===== config.mk =====
export PLATFORM = sky130hd
export DESIGN_NAME = stage_buffer
export DESIGN_NICKNAME = d
export VERILOG_FILES = /design/src/rtl/stage_buffer.sv
export SDC_FILE = /design/constraint.sdc
export NUM_CORES = 1
export LEC_CHECK = 0
export CELL_PAD_IN_SITES_DETAIL_PLACEMENT = 2
export CELL_PAD_IN_SITES_GLOBAL_PLACEMENT = 2
export CORE_UTILIZATION = 31
export DETAILED_ROUTE_END_ITERATION = 16
export GPL_TIMING_DRIVEN = 0
export PLACE_DENSITY = 0.75
export SETUP_SLACK_MARGIN = 0.3
export SLEW_MARGIN = 15
export SYNTH_ARGS = -nofsm -noshare
export SYNTH_HDL_FRONTEND = slang
export SYNTH_SLANG_ARGS = --single-unit

===== constraint.sdc =====
create_clock -name clk -period 2.5 [get_ports clk]
set_input_delay 0.25 -clock clk [delete_from_list [all_inputs] [get_ports clk]]
set_output_delay 0.25 -clock clk [all_outputs]
set_load 0.05 [all_outputs]

===== src/rtl/stage_buffer.sv =====
// stage_buffer: elastic pipeline buffer built as a circular array of DEPTH
// entries. It uses a valid/ready handshake on both sides and supports a
// synchronous flush.
//
// Optional feature: define STAGE_BUFFER_BYPASS_EN to let an input pass straight
// to the output in the same cycle when the buffer is empty and downstream is
// ready. Without it, in_data has no combinational path to out_data.
module stage_buffer #(
    parameter int WIDTH = 64,
    parameter int DEPTH = 2
) (
    input  logic                       clk,
    input  logic                       resetn,
    input  logic                       in_valid,
    output logic                       in_ready,
    input  logic [WIDTH-1:0]           in_data,
    output logic                       out_valid,
    input  logic                       out_ready,
    output logic [WIDTH-1:0]           out_data,
    input  logic                       flush,
    output logic [$clog2(DEPTH+1)-1:0] count
);

    localparam int CW = $clog2(DEPTH + 1);
    localparam int PW = (DEPTH > 1) ? $clog2(DEPTH) : 1;

    logic [PW-1:0]    wr_ptr_q, wr_ptr_d;
    logic [PW-1:0]    rd_ptr_q, rd_ptr_d;
    logic [CW-1:0]    count_q, count_d;
    logic             live_q, live_d;
    logic [WIDTH-1:0] mem_q [DEPTH];

    logic bypass;
    logic push;
    logic pop;

    function automatic logic [PW-1:0] ptr_next(input logic [PW-1:0] p);
        return (p == PW'(DEPTH - 1)) ? '0 : p + PW'(1);
    endfunction

    // Handshake outputs; in_ready depends only on state and flush, never on out_ready
    always_comb begin
        in_ready = live_q && (count_q != CW'(DEPTH)) && !flush;
`ifdef STAGE_BUFFER_BYPASS_EN
        bypass   = (count_q == '0) && in_valid && out_ready && in_ready;
        out_valid = ((count_q != '0) && !flush) || bypass;
        out_data  = bypass ? in_data : mem_q[rd_ptr_q];
`else
        bypass    = 1'b0;
        out_valid = (count_q != '0) && !flush;
        out_data  = mem_q[rd_ptr_q];
`endif
        // A bypassed transfer leaves storage, pointers and count untouched
        push = in_valid && in_ready && !bypass;
        pop  = out_valid && out_ready && !bypass;
    end

    // Next-state for pointers, occupancy and the post-reset ready flag
    always_comb begin
        wr_ptr_d = wr_ptr_q;
        rd_ptr_d = rd_ptr_q;
        count_d  = count_q;
        live_d   = 1'b1;
        if (flush) begin
            wr_ptr_d = '0;
            rd_ptr_d = '0;
            count_d  = '0;
        end else begin
            if (push) wr_ptr_d = ptr_next(wr_ptr_q);
            if (pop)  rd_ptr_d = ptr_next(rd_ptr_q);
            case ({push, pop})
                2'b10:   count_d = count_q + CW'(1);
                2'b01:   count_d = count_q - CW'(1);
                default: count_d = count_q;
            endcase
        end
    end

    // Control state with asynchronous active-low reset
    always_ff @(posedge clk or negedge resetn) begin
        if (!resetn) begin
            wr_ptr_q <= '0;
            rd_ptr_q <= '0;
            count_q  <= '0;
            live_q   <= 1'b0;
        end else begin
            wr_ptr_q <= wr_ptr_d;
            rd_ptr_q <= rd_ptr_d;
            count_q  <= count_d;
            live_q   <= live_d;
        end
    end

    // Entry storage is not reset; contents only matter once counted
    always_ff @(posedge clk) begin
        if (push) mem_q[wr_ptr_q] <= in_data;
    end

    assign count = count_q;

endmodule


==> impl_metrics.json, run 1 <==
{
  "antenna_cells": 0,
  "endpoint": "in_ready",
  "max-slew-margin-rel_pct": 60.1,
  "numCtsBuffers": 17,
  "cts_num_sinks": 133,
  "cellLeakagePower_nw": 2.39,
  "critPathTopFamily": "buffers and inverters",
  "coreArea_um2": 15300,
  "clkPwrFrac_pct": 43.0,
  "path_buf_inv": 1,
  "synth_compound_gate_area_share_pct": 1.03,
  "synthSimpleGateAreaFrac_pct": 1.67,
  "drive_above_1_share_pct": 38.3,
  "cp.depth": 3,
  "arrival_ns": 1.90,
  "grt_pass1_wl_mm": 17.0,
  "drtIter0Drc": 116,
  "clkTransAtPathRegs_ns": 0.05,
  "die_area_um2": 16300,
  "insertion_delay_ns": 0.41,
  "die_x_um": 127,
  "drt-total-wl_mm": 11.0,
  "holdCritPathClass": "input pin to async pin",
  "setup_viol": 0,
  "dr.pass1.iters": 4,
  "ff2ff_path_depth": 3,
  "synth_cell_types": 23,
  "antenna_left": 0,
  "post-route-util_pct": 45.6,
  "wl_per_cell_um": 18.2,
  "syn-num-nets": 295,
  "area_delta_synth_final_pct": 42.7,
  "dr_total_vias": 2658,
  "cts_hold_buf": 0,
  "power.internal_w": 0.00425,
  "pwr_density_cell_nw_per_um2": 786,
  "worst_slack_ns": 0.353,
  "row_count": 45,
  "antenna_found_initial": 0,
  "startpoint_type": "flip-flop",
  "die_y_um": 127,
  "design_power_total_w": 0.00547,
  "status": "finished, final reports clean",
  "viasPerCell": 4.41,
  "grt_max_degree": 65,
  "fmax_mhz": 466,
  "crit_path_max_incr_delay_ns": 0.57,
  "cts_tree": "built",
  "start_util_pct": 32.0,
  "yosys_warnings": 0,
  "r2r-end": "mem_q[0][53]",
  "syn-instance-count": 226,
  "net-switching-power_w": 0.00122,
  "h-tree-depth": 4,
  "cp_data_required_time_ns": 2.25,
  "gp_congestion": 0.683,
  "muxShareOfSynthArea_pct": 14.8,
  "ys_ff_latch": 133,
  "p_sw_share_pct": 22.3,
  "clock_path_buffers": 2,
  "drc": 0,
  "p_comb_share_pct": 11.0,
  "post_synth.cell_area_avg_um2": 21.6,
  "yosysSeqAreaShare_pct": 81.3,
  "cts_root_buf": "clkbuf_16",
  "timing.hold.ws_ns": 0.0741,
  "critical_path.cell_chain": "nor2b_4 > nor3b_4 > dlygate4sd2_1",
  "reg2reg_from": "count[1]",
  "finalNetCount": 452,
  "startpoint": "count[1]",
  "finalHoldViolations": 0,
  "crit_path_top_delay_cell": "dlygate4sd2_1",
  "cap_violations": 0,
  "rsz0062_at_grt": "yes",
  "finClkSkew_ns": 0.00492,
  "drv_slew": 0,
  "first_global_vias": 3064,
  "dp_hpwl_mm": 6.83,
  "worstPathMaxFanout": 6,
  "endpoint_kind": "output pin",
  "synth_top_family_by_area": "multiplexers",
  "grt_overflow": 0,
  "path_class": "flip-flop to output pin",
  "post-route-min-period_ns": 2.15,
  "post-place-ws_ns": -0.0662,
  "peakVddDrop_v": 0.000504,
  "finalCritPeriodShare_pct": 85.9,
  "seqPwrFrac_pct": 45.9,
  "synth.cell_area_um2": 4880,
  "reg2reg_setup_slack_ns": 0.57,
  "worst_slew_pin_slew_ns": 0.598,
  "synth_adder_area_share_pct": 0,
  "grt_usage_pct": 14.6,
  "ios": 137,
  "synth-xor-area-share_pct": 0.179,
  "io_buffer_count": 136
}
logic make-up (layout without fill, tap and decap cells):
| kind of cell | Yosys count | after routing |
|---|---|---|
| xor+xnor | 1 | 1 |
| other cells | 1 | 1 |
| simple gates | 12 | 14 |
| buf+inv | 7 | 171 |
| mux | 64 | 64 |
| compound gates | 8 | 8 |
| flops | 133 | 133 |
flip-flops by register name, summed over array words and instances, names as in the netlist:
register  cells
rd_ptr_q      1
wr_ptr_q      1
live_q        1
mem_q       128
count         2
cells in the final DEF (no fill, tap or decap), types with 6 or more instances in the layout:
| cell type | instances |
|---|---|
| buf_2 | 29 |
| edfxtp_1 | 128 |
| clkdlybuf4s15_2 | 21 |
| clkbuf_16 | 17 |
| buf_4 | 6 |
| clkinv_1 | 7 |
| clkdlybuf4s50_1 | 71 |
| mux2_2 | 64 |
| dlygate4sd2_1 | 15 |
how the worst min path moves through the flow:
stage / from / to / slack (ns) / depth (start not counted)
global route: resetn / count[0] / 0.07 / 1
detailed placement: resetn / live_q / 0.51 / 1
finish: resetn / count[0] / 0.07 / 1
CTS: resetn / count[0] / 0.06 / 1
floorplan: resetn / count[0] / -0.05 / 0
global placement: resetn / live_q / 0.50 / 1
synthesized netlist by cell type:
cell      number  area share (%)
conb_1         1           0.077
and3_1         1            0.13
buf_2          2            0.21
a32oi_1        1            0.18
nand3b_1       1            0.15
a31oi_1        1            0.13
and3b_1        1            0.18
edfxtp_1     128              79
nand3_1        1            0.10
a21oi_1        2            0.21
buf_4          5            0.77
nor2b_2        1            0.18
nand2_1        1           0.077
xor2_1         1            0.18
o21ai_0        2            0.21
and4b_2        1            0.23
nor2_1         3            0.23
nor3b_2        1            0.26
o21bai_1       1            0.15
dfrtp_1        5             2.6
mux2_2        64              15
o211ai_1       1            0.15
or3_1          1            0.13
cell type report:
| type | count | area [um^2] |
|---|---|---|
| clock inverter | 10 | 116 |
| multi-input combinational | 88 | 908 |
| sequential | 133 | 3970 |
| clock buffer | 18 | 429 |
| fill | 1412 | 8300 |
| buffer | 7 | 50.0 |
| tap | 211 | 264 |
| timing repair buffer | 136 | 1220 |
power groups by stage:
stage	combinational (W)	clock, W	sequential [W]
4_1_cts	0.000630	0.00243	0.00251
3_5_place_dp	0.000648	0	0.00256
5_1_grt	0.000635	0.00252	0.00252
3_3_place_gp	0.000636	0	0.00255
2_1_floorplan	0.000364	0	0.00256
6_report	0.000603	0.00235	0.00251
metrics by stage:
stage	TNS (ns)	cells	area [um^2]
global route	0	603	6960
finish	0	603	6960
floorplan	0	226	4900
global placement	-0.227	573	6530
CTS	0	602	7120
detailed placement	-3.97	573	6530
per-layer routing:
metal	GRT usage, %	routed length, um	up-vias
met1	16.4	4440	1344
met4	5.88	104	0
met3	5.70	617	11
met5	0	0	-
li1	-	-	1216
met2	24.8	5820	87
what timing repair did:
item	in CTS	in global routing
cloned	1	1
endpoints found under the hold margin	0	0
pin swaps	0	1
endpoints found under the setup margin	129	115
gates resized for setup	169	56
setup buffers	0	0
Note: power is estimated with default switching activity, not from simulation.
==> run 2: changes to the inputs <==
CTS_CLUSTER_SIZE = 40   (was default)
PLACE_DENSITY = default   (was 0.75)
PLACE_DENSITY_LB_ADDON = 0.15   (was default)
==> impl_metrics.json, run 2 (synthesized netlist as in run 1, its figures left out) <==
{
  "finalNetCount": 452,
  "clkTransAtPathRegs_ns": 0.06,
  "cts_tree": "built",
  "cellLeakagePower_nw": 2.41,
  "top_register": "mem_q",
  "first_global_vias": 2972,
  "worst_slack_ns": 0.293,
  "rsz0062_at_grt": "yes",
  "start_util_pct": 32.0,
  "cts_root_buf": "clkbuf_16",
  "dr_wl_met3_um": 715,
  "startpoint_type": "flip-flop",
  "worst_slew_pin_slew_ns": 0.835,
  "cts_setup_buffers": 0,
  "row_count": 45,
  "post-route-min-period_ns": 2.21,
  "drt-total-wl_mm": 11.3,
  "h-tree-depth": 4,
  "endpoint_kind": "output pin",
  "coreArea_um2": 15300,
  "antenna_left": 0,
  "grt_usage_pct": 14.5,
  "grt_overflow": 0,
  "design_power_total_w": 0.00555,
  "cap_violations": 0,
  "final_cell_mix": "128 x edfxtp_1, 71 x clkdlybuf4s50_1, 64 x mux2_2",
  "filler_cell_count": 1430,
  "routed.top_layer": "met4",
  "viasPerCell": 4.36,
  "dr.pass1.iters": 4,
  "area_delta_synth_final_pct": 43.3,
  "holdCritPathClass": "input pin to async pin",
  "peakVddDrop_v": 0.000431,
  "mostFrequentLayoutCell": "edfxtp_1",
  "cts_num_sinks": 133,
  "die_area_um2": 16300,
  "gp_congestion": 0.677,
  "clock_path_buffers": 2,
  "dr_total_vias": 2646,
  "antenna_found_initial": 0,
  "drive_above_1_share_pct": 39.6,
  "seqCellArea_um2": 3970,
  "io_buffer_count": 136,
  "worstPathMaxFanout": 6,
  "multi_input_comb_area_um2": 906,
  "setup_viol": 0,
  "status": "finished, final reports clean",
  "pwr_density_cell_nw_per_um2": 794,
  "post-place-ws_ns": 0.00213,
  "path_class": "flip-flop to output pin",
  "arrival_ns": 1.96,
  "finalCritPeriodShare_pct": 88.3,
  "grt_pass1_wl_mm": 16.7,
  "dp_hpwl_mm": 6.89,
  "numCtsBuffers": 17,
  "die_x_um": 127,
  "ios": 137,
  "cp_data_required_time_ns": 2.25,
  "wl_per_cell_um": 18.6,
  "finalHoldViolations": 0,
  "cts_hold_buf": 0,
  "m1WireLength_mm": 4.49,
  "largest_reg_flops": 128,
  "grt_max_degree": 65,
  "max-slew-margin-rel_pct": 44.4,
  "setup-tns-final_ns": 0,
  "wl_met2_mm": 5.92,
  "drtIter0Drc": 102,
  "antenna_cells": 0,
  "drv_slew": 0,
  "insertion_delay_ns": 0.42,
  "die_y_um": 127,
  "fmax_mhz": 453,
  "drc": 0,
  "finClkSkew_ns": 0.00994
}
-- run 2: changes by cell type in the layout (fill, tap and decap cells not counted), moves of 2 or more --
cell             change
buf_2                +2
clkinv_1             -4
clkinv_2             +6
buf_6                +5
buf_4                -5
clkdlybuf4s15_2      -2
-- run 2: stage by stage --
stage / area, um^2 / utilization, % / hold slack (ns) / instances
finish: 6990 / 45.8 / 0.0652 / 607
global route: 6990 / 45.8 / 0.0514 / 607
CTS: 7000 / 45.9 / 0.0586 / 606
detailed placement: 6530 / 42.8 / 0.514 / 573
global placement: 6530 / 42.8 / 0.514 / 573
floorplan: 4900 / - / -0.0456 / 226
-- run 2: layer usage --
metal | up-vias | GRT usage, %
met2 | 89 | 25.2
li1 | 1224 | -
met3 | 15 | 5.15
met5 | - | 0
met4 | 0 | 7.14
met1 | 1318 | 15.7
-- run 2: final cells by class --
cell class	instances	share of cell area, %
repair buffers	136	17.3
plain buffers	7	0.984
well taps	211	3.78
multi-input cells	88	13.0
flip-flops and latches	133	56.8
clock buffers	19	6.19
clock inverters	13	1.99
-- run 2: timing repair --
action / CTS / global route
cloned: 1 / 1
endpoints found under the setup margin: 129 / 109
gates resized for setup: 220 / 13
pin swaps: 0 / 1
endpoints found under the hold margin: 0 / 0
-- run 2: critical path, cell delays in order (launching register included) --
cell,delay [ns]
dfrtp_2,0.44
nor2b_4,0.16
nor3b_4,0.36
dlygate4sd2_1,0.58
-- run 2: path summary, 6_finish.rpt --
path | start | end | slack, ns | depth (start not counted)
min in group clk | in_data[2] | mem_q[1][2] | 0.42 | 1
max | count[1] | in_ready | 0.29 | 3
max reg2reg | count[1] | mem_q[0][8] | 0.34 | 3
min reg2reg | count[1] | count[1] | 0.64 | 2
max in group asynchronous | resetn | count[1] | 2.21 | 1
min | resetn | wr_ptr_q | 0.07 | 1
-- run 2: power breakdown --
| part | leakage, nW | internal [W] | switching [W] |
|---|---|---|---|
| Sequential | 1.23 | 0.00250 | 0.0000170 |
| Clock | 0.283 | 0.00154 | 0.000888 |
| Combinational | 0.904 | 0.000238 | 0.000370 |
==> run 3: changes to the inputs <==
PLACE_DENSITY = 0.83   (was default)
PLACE_DENSITY_LB_ADDON = default   (was 0.15)
==> impl_metrics.json, run 3 (synthesized netlist as in run 1, its figures left out) <==
{
  "row_count": 45,
  "grt_overflow": 0,
  "insertion_delay_ns": 0.41,
  "cts_num_sinks": 133,
  "net-switching-power_w": 0.00128,
  "fmax_mhz": 456,
  "drc": 0,
  "io_buffer_count": 136,
  "startpoint_type": "flip-flop",
  "die_area_um2": 16300,
  "drt-total-wl_mm": 11.4,
  "grt_max_degree": 65,
  "drive_above_1_share_pct": 39.5,
  "holdCritPathClass": "input pin to async pin",
  "first_global_vias": 3085,
  "design_area_um2": 7060,
  "path_buf_inv": 0,
  "cp_data_required_time_ns": 2.53,
  "clkPwrFrac_pct": 44.7,
  "wl_per_cell_um": 18.8,
  "ios": 137,
  "antenna_cells": 0,
  "clkTransAtPathRegs_ns": 0.05,
  "worstPathMaxFanout": 32,
  "worst_slew_pin_slew_ns": 0.850,
  "finalHoldViolations": 0,
  "power.internal_w": 0.00438,
  "critPathTopFamily": "simple AND/OR/NAND/NOR gates",
  "post-route-util_pct": 46.3,
  "post-route-min-period_ns": 2.19,
  "grt_pass1_wl_mm": 17.2,
  "finalNetCount": 452,
  "antenna_left": 0,
  "ff2ff_path_depth": 3,
  "drtIter0Drc": 126,
  "h-tree-depth": 4,
  "cts_root_buf": "clkbuf_16",
  "antenna_found_initial": 0,
  "mostFrequentLayoutCell": "edfxtp_1",
  "clock_path_buffers": 2,
  "place_area_um2": 6530,
  "drv_slew": 0,
  "cellLeakagePower_nw": 2.42,
  "die_x_um": 127,
  "reg2reg_from": "count[1]",
  "rsz0062_at_grt": "yes",
  "dr.pass1.iters": 4,
  "die_y_um": 127,
  "cts_tree": "built",
  "filler_cell_count": 1430,
  "grt_usage_pct": 14.7,
  "dr_total_vias": 2694,
  "crit_path_max_incr_delay_ns": 0.83,
  "max-slew-margin-rel_pct": 43.3,
  "area_delta_synth_final_pct": 44.7,
  "p_sw_share_pct": 22.6,
  "seqPwrFrac_pct": 44.4,
  "gp_congestion": 0.647,
  "dp_hpwl_mm": 7.20,
  "critical_path.cell_chain": "nor2b_4 > nor3b_4 > and3_2",
  "cts_setup_buffers": 0,
  "viasPerCell": 4.45,
  "status": "finished, final reports clean",
  "endpoint_kind": "flip-flop",
  "finClkSkew_ns": 0.00626,
  "coreArea_um2": 15300,
  "cts_hold_buf": 0,
  "setup_viol": 0,
  "pwr_density_cell_nw_per_um2": 801,
  "arrival_ns": 2.23,
  "p_comb_share_pct": 10.9,
  "final_cell_mix": "128 x edfxtp_1, 71 x clkdlybuf4s50_1, 64 x mux2_2",
  "peakVddDrop_v": 0.000437,
  "r2r-end": "mem_q[1][50]",
  "path_class": "flip-flop to flip-flop",
  "top_register": "mem_q",
  "numCtsBuffers": 17,
  "cap_violations": 0,
  "start_util_pct": 32.0,
  "reg2reg_setup_slack_ns": 0.31,
  "crit_path_top_delay_cell": "and3_2",
  "finalCritPeriodShare_pct": 87.7,
  "largest_reg_flops": 128
}
## run 3: cell types whose count changed in the layout (fill, tap and decap cells not counted), sizes merged
| cell | previous run | this run |
|---|---|---|
| clkdlybuf4s18 | 0 | 1 |
| buf | 37 | 27 |
| dlygate4sd2 | 15 | 14 |
| clkinvlp | 1 | 2 |
| bufinv | 3 | 4 |
| clkdlybuf4s15 | 19 | 28 |
| clkinv | 9 | 7 |
## run 3: power groups by stage
stage	sequential (W)	clock [W]	combinational, W
detailed placement	0.00256	0	0.000652
CTS	0.00251	0.00259	0.000625
floorplan	0.00256	0	0.000364
global placement	0.00255	0	0.000634
finish	0.00251	0.00253	0.000615
global route	0.00252	0.00266	0.000644
## run 3: cell type report
class	instances	area (um^2)	share of cell area, %
buffer	7	61.3	0.868
clock buffer	18	429	6.08
clock inverter	13	164	2.32
multi-input combinational	88	902	12.8
sequential	133	3970	56.2
tap	211	264	3.74
timing repair buffer	136	1270	18.0
## run 3: per-layer routing
metal  part of all wire, %  GRT usage [%]  up-vias
met1                    40           15.9     1384
met4                   1.0           5.67        0
met2                    54           26.3       73
met3                   4.1           4.98       10
li1                      -              -     1227
met5                     0              0        -
## run 3: what timing repair did
action	CTS	global route
endpoints found under the hold margin	0	0
gates resized for setup	199	14
setup endpoints to repair	129	98
cloned	1	1
pin swaps	0	1
## run 3: worst max-delay path by stage
stage | from | endpoint | slack, ns | depth (start not counted)
6_report | count[1] | mem_q[1][50] | 0.31 | 3
3_5_place_dp | flush | mem_q[0][37] | -0.02 | 3
4_1_cts | rd_ptr_q | out_data[19] | 0.18 | 4
3_3_place_gp | flush | mem_q[0][37] | 0.07 | 3
5_1_grt | count[1] | mem_q[1][6] | 0.19 | 3
2_1_floorplan | count[1] | mem_q[0][0] | 0.09 | 3
## run 3: per-stage QoR
step                hold slack (ns)  std cells  setup slack, ns  total power [W]  TNS, ns
finish                       0.0638        606            0.308          0.00566        0
global route                 0.0525        606            0.192          0.00582        0
CTS                          0.0497        605            0.179          0.00573        0
detailed placement            0.496        573          -0.0194          0.00321   -0.969
global placement              0.500        573           0.0664          0.00319        0
floorplan                   -0.0456        226           0.0942          0.00292        0
